<file path="src/rtl/cordic_pkg.sv">
// Shared definitions for the CORDIC engine arbiter and its helpers.
package cordic_pkg;

  localparam int ANGLE_W_DEF = 8;

  typedef enum logic [1:0] {
    ST_IDLE  = 2'd0,
    ST_ISSUE = 2'd1,
    ST_WAIT  = 2'd2,
    ST_RESP  = 2'd3
  } state_t;

  // Bits needed to encode values 0..value-1 (at least 1).
  function automatic int cordic_clog2(input int value);
    int w;
    w = 1;
    for (int i = 1; i < 31; i++) begin
      if ((1 << i) < value) w = i + 1;
    end
    return w;
  endfunction

endpackage

</file>
<file path="src/rtl/cordic_arbiter_rr_picker.sv">
// Combinational round-robin priority select: first set request bit found
// when searching ptr, ptr+1, ... wrapping modulo N.
module rr_picker #(
  parameter int N  = 4,
  parameter int IW = 2
) (
  input  logic [N-1:0]  req,
  input  logic [IW-1:0] ptr,
  output logic [N-1:0]  grant,
  output logic [IW-1:0] idx,
  output logic          any
);

  logic [IW-1:0] pos;

  // Walk the requests in rotated order and keep the first hit.
  always_comb begin
    grant = '0;
    idx   = '0;
    any   = 1'b0;
    pos   = '0;
    for (int k = 0; k < N; k++) begin
      pos = IW'((int'(ptr) + k) % N);
      if (!any && req[pos]) begin
        any        = 1'b1;
        grant[pos] = 1'b1;
        idx        = pos;
      end
    end
  end

endmodule

</file>
<file path="src/rtl/cordic_arbiter.sv">
// Shares one iterative CORDIC engine among NREQ requesters: round-robin
// accept, one start pulse, wait for done (with a watchdog), then a tagged
// response held until it is accepted.
module cordic_arbiter
  import cordic_pkg::*;
#(
  parameter int NREQ    = 4,
  parameter int IDW     = cordic_clog2(NREQ),
  parameter int ANGLE_W = ANGLE_W_DEF,
  parameter int TIMEOUT = 32
) (
  input  logic                    clk,
  input  logic                    rst,
  input  logic [NREQ-1:0]         req_valid,
  input  logic [NREQ*ANGLE_W-1:0] req_angle,
  output logic [NREQ-1:0]         req_ready,
  output logic                    core_start,
  output logic [ANGLE_W-1:0]      core_angle,
  input  logic                    core_done,
  input  logic [ANGLE_W-1:0]      core_sine,
  input  logic [ANGLE_W-1:0]      core_cosine,
  output logic                    rsp_valid,
  input  logic                    rsp_ready,
  output logic [IDW-1:0]          rsp_id,
  output logic [ANGLE_W-1:0]      rsp_sine,
  output logic [ANGLE_W-1:0]      rsp_cosine,
  output logic                    rsp_err,
  output logic                    busy
);

  localparam int TW = cordic_clog2(TIMEOUT);

  state_t             state_q, state_d;
  logic [IDW-1:0]     rr_ptr_q, rr_ptr_d;
  logic [TW-1:0]      timer_q, timer_d;
  logic [ANGLE_W-1:0] angle_q, angle_d;
  logic [IDW-1:0]     id_q, id_d;
  logic [ANGLE_W-1:0] sine_q, sine_d;
  logic [ANGLE_W-1:0] cosine_q, cosine_d;
  logic               err_q, err_d;

  logic [NREQ-1:0]    pick_grant;
  logic [IDW-1:0]     pick_idx;
  logic               pick_any;
  logic [ANGLE_W-1:0] angle_arr [NREQ];

  for (genvar gi = 0; gi < NREQ; gi++) begin : g_unpack
    assign angle_arr[gi] = req_angle[gi*ANGLE_W +: ANGLE_W];
  end

  rr_picker #(
    .N  (NREQ),
    .IW (IDW)
  ) u_picker (
    .req   (req_valid),
    .ptr   (rr_ptr_q),
    .grant (pick_grant),
    .idx   (pick_idx),
    .any   (pick_any)
  );

  // Accept pulse is only offered while idle; it follows req_valid directly.
  assign req_ready  = (state_q == ST_IDLE) ? pick_grant : '0;
  assign core_start = (state_q == ST_ISSUE);
  assign core_angle = angle_q;
  assign rsp_valid  = (state_q == ST_RESP);
  assign rsp_id     = id_q;
  assign rsp_sine   = sine_q;
  assign rsp_cosine = cosine_q;
  assign rsp_err    = err_q;
  assign busy       = (state_q != ST_IDLE);

  // Next-state, watchdog and latch updates for the transaction sequencer.
  always_comb begin
    state_d  = state_q;
    rr_ptr_d = rr_ptr_q;
    timer_d  = timer_q;
    angle_d  = angle_q;
    id_d     = id_q;
    sine_d   = sine_q;
    cosine_d = cosine_q;
    err_d    = err_q;
    case (state_q)
      ST_IDLE: begin
        if (pick_any) begin
          angle_d = angle_arr[pick_idx];
          id_d    = pick_idx;
          state_d = ST_ISSUE;
        end
      end
      ST_ISSUE: begin
        timer_d = '0;
        state_d = ST_WAIT;
      end
      ST_WAIT: begin
        // A done strobe in the timeout cycle still counts as success.
        if (core_done) begin
          sine_d   = core_sine;
          cosine_d = core_cosine;
          err_d    = 1'b0;
          state_d  = ST_RESP;
        end else if (timer_q == TW'(TIMEOUT - 1)) begin
          sine_d   = '0;
          cosine_d = '0;
          err_d    = 1'b1;
          state_d  = ST_RESP;
        end else begin
          timer_d = timer_q + 1'b1;
        end
      end
      ST_RESP: begin
        if (rsp_ready) begin
          rr_ptr_d = (id_q == IDW'(NREQ - 1)) ? '0 : id_q + 1'b1;
          state_d  = ST_IDLE;
        end
      end
      default: state_d = ST_IDLE;
    endcase
  end

  // State and latch registers; reset abandons any transaction in flight.
  always_ff @(posedge clk or posedge rst) begin
    if (rst) begin
      state_q  <= ST_IDLE;
      rr_ptr_q <= '0;
      timer_q  <= '0;
      angle_q  <= '0;
      id_q     <= '0;
      sine_q   <= '0;
      cosine_q <= '0;
      err_q    <= 1'b0;
    end else begin
      state_q  <= state_d;
      rr_ptr_q <= rr_ptr_d;
      timer_q  <= timer_d;
      angle_q  <= angle_d;
      id_q     <= id_d;
      sine_q   <= sine_d;
      cosine_q <= cosine_d;
      err_q    <= err_d;
    end
  end

endmodule
</file>
<file path="config.mk">
export PLATFORM = sky130hd
export DESIGN_NAME = cordic_arbiter
export DESIGN_NICKNAME = d
export VERILOG_FILES = /design/src/rtl/cordic_pkg.sv /design/src/rtl/cordic_arbiter_rr_picker.sv /design/src/rtl/cordic_arbiter.sv
export SDC_FILE = /design/constraint.sdc
export NUM_CORES = 1
export LEC_CHECK = 0
export ABC_AREA = 1
export CORE_MARGIN = 3
export CORE_UTILIZATION = 48
export CTS_BUF_LIST = sky130_fd_sc_hd__clkbuf_8 sky130_fd_sc_hd__clkbuf_16
export CTS_CLUSTER_SIZE = 14
export DETAILED_ROUTE_END_ITERATION = 12
export GPL_TIMING_DRIVEN = 0
export PLACE_DENSITY_LB_ADDON = 0.25
export SYNTH_ARGS = -nofsm -noshare
export SYNTH_HDL_FRONTEND = slang
export SYNTH_SLANG_ARGS = --single-unit
</file>
<file path="constraint.sdc">
create_clock -name clk -period 6.8 [get_ports clk]
set_clock_uncertainty 0.05 [all_clocks]
set_input_delay 0.68 -clock clk [delete_from_list [all_inputs] [get_ports clk]]
set_output_delay 0.68 -clock clk [all_outputs]
set_load 0.05 [all_outputs]
</file>
==> metrics <==
status completed; Congestion Overflow GR 0; Die H 76.99 um; max-cap viol count 0; number of library cell types mapped by synthesis 35; setup TNS 0 ns; largest family of logic cells by synthesized area simple AND/OR/NAND/NOR gates; Longest Clk Path Bufs 2; overall routing resource usage 22.17%; drt total wl between 6000 and 7000 um; Reg clk slew, reported paths 0.07 ns; PD cells 540.3 nW/um^2; sequential element share of the synthesized area 37.25%; fin crit share 57.37%; fillers roughly 380; largest net degree at the start of global routing 37; xor and xnor area share after synthesis 0%; vias per cell 4.920; synthesized area between 2000 and 2500 um^2; synthesis-stage register bit count 36; Avg Inst Size Synth 7.241 um^2; core area 4786 um^2; # nets final 500; crit-path max cell delay 0.79 ns; post-synth top area share 37.25%; pre-CTS setup slack 3.159 ns; post-route ant nets 0; Synth area leader dfrtp_1; Hold Buf Count CTS 0; CP cell instances inv_1 -> ha_1 -> inv_1 -> nand3_2 -> nand2_4 -> nand4_4 -> inv_2 -> nand2_1 -> a31o_2 -> inv_1 -> clkdlybuf4s50_1; io pins 90; RSZ-0062 raised after global routing false; layout cells sized above 1 around a tenth; Setup Fix Bufs, Post-CTS 0; Root Driver clkbuf_8; Final Max Slew Viols 0; Adder-Cell Fraction of Synth Area about 7.8%; complex-gate fraction of the synthesized area 5.846%; cell row count 25; HPWL Detailed 4982 um; Area after DPL approximately 3400 um^2; Max Clock Freq 256.3 MHz; Power Total 1879 uW; r2r setup slk about 4.2 ns; post-synthesis mux area share 0%; Max-Slew Margin vs Limit between 40% and 50%; First-pass DRT Iterations 4; Synth area leaders dfrtp_1, nand2_1, nand3_1; CTS buffer count 5; commonest non-fill, non-tap cell in the layout nand2_1; CTS tree done; crit path kind flop to output port; Hold WC Path Type flop to flop; I/O Buffers 88; CP Launch Type flop; most used cell, CP inv_1; final worst path period need between 3 and 4 ns; Die Width 76.99 um; synth warn 0; Final Hold Fails 0; Routed WL per cell 13.02 um; ant diodes 0; Worst Path Max Fanout 8; DRC viols 0; area grow syn2layout 43.77%; peak supply drop approximately 0.33 mV; gp weighted congestion 0.8971; Slowest-stage cell, CP clkdlybuf4s50_1; die area just under 6000 um^2; # setup viols final 0; final core occ 72.65%; DR vias 2445; vias in the first global route 2460; CP arrival 3.17 ns; Synth Area in Simple Gates 38.85%; final worst slack 2.899 ns; worst-skew pair later-pin latency 0.28 ns; worst slew pin tran roughly 0.75 ns; static leakage 0.001791 uW; first-pass GRT wire length 10710 um; CTS Sinks 36; final instance area 3477 um^2; cell count after synthesis 334; commonest cells after routing, fill and taps aside nand2_1, clkdlybuf4s50_1, nand3_1, inv_1, dfrtp_1; CP Capture Type output port; Post-Syn Nets between 400 and 500; H-tree levels 2; CP Data Required Time 6.07 ns; DR iter-0 viols approximately 110; starting density of the core 50.54%; Resized cells post-CTS 0; initial antenna violation count 0
[routing by layer]
metal  wire length (um)  track usage, %
met5                  0               0
met4                112           8.185
met3                378           5.751
met2               3359           39.46
met1               2622           25.49
[cell usage after synthesis]
cell,n
a21boi_0,1
a21oi_1,8
nor3_1,1
nand2_1,110
a31o_2,1
buf_2,1
nand3_2,3
or2_0,2
a21oi_2,1
nand4_1,2
o21ai_1,2
nor3b_1,2
dfrtp_1,36
nand3_1,52
inv_2,4
a32o_1,2
buf_6,2
clkbuf_1,4
inv_1,45
nand4_4,1
buf_1,1
or2_2,3
nor2_4,1
nor2_1,12
a22oi_1,3
inv_4,1
o31ai_1,1
buf_4,1
nand2_4,4
o21ai_0,2
nand2_2,6
a31oi_1,1
ha_1,15
nor2_2,2
clkinv_2,1
[power by group]
part / internal [uW] / switching (uW)
clock network: 80.8 / 76.4
logic: 447 / 900
registers: 308 / 66.8
[cells by family after synthesis]
group                    Yosys count
adder cells (fa/ha/maj)           15
flip-flops                        36
AND/OR/NAND/NOR                  201
AO/OA/AOI/OAI                     22
buffers and inverters             60
[state kept, by name, indices dropped and copies added, names as in the netlist]
signal,cells
rsp_id,2
timer_q,5
core_angle,8
rr_ptr_q,2
state_q,2
rsp_sine,8
rsp_err,1
rsp_cosine,8
[worst max-delay path: cells and delay by family, from the launching register on]
family / cells / cell delay (ns)
adders and majority gates: 1 / 0.39
AOI/OAI and AO/OA: 1 / 0.20
buffers and inverters: 5 / 1.34
and+or+nand+nor: 4 / 0.44
DFF: 1 / 0.52
[area by class of cell]
cell class / instances / area (um^2) / share of cell area, %
Multi-Input combinational cell: 238 / 1269 / 36.49
Sequential cell: 36 / 900.9 / 25.91
Timing Repair Buffer: 88 / 880.8 / 25.33
Inverter: 51 / 195.2 / 5.614
Tap cell: 67 / 83.83 / 2.411
Clock buffer: 6 / 82.58 / 2.375
Buffer: 9 / 53.80 / 1.547
Clock inverter: 2 / 11.26 / 0.3239
[metrics by stage]
stage,hold WS (ns),cells
CTS,0.4259,497
detailed placement,0.4087,489
global placement,0.4046,489
floorplan,0.4222,334
finish,0.4225,497
global route,0.4582,497
[final timing paths]
path / cells past startpoint / endpoint / start
worst max-delay path: 11 / req_ready[2] / rr_ptr_q[1]
worst min-delay path: 2 / rsp_cosine[4] / rsp_cosine[4]
worst max register to register: 15 / core_angle[5] / rr_ptr_q[1]
worst min register to register: 2 / rsp_cosine[4] / rsp_cosine[4]
max in group asynchronous: 2 / core_angle[0] / rst
min in group asynchronous: 2 / rsp_cosine[2] / rst
Power figures use the tool's default switching activity.
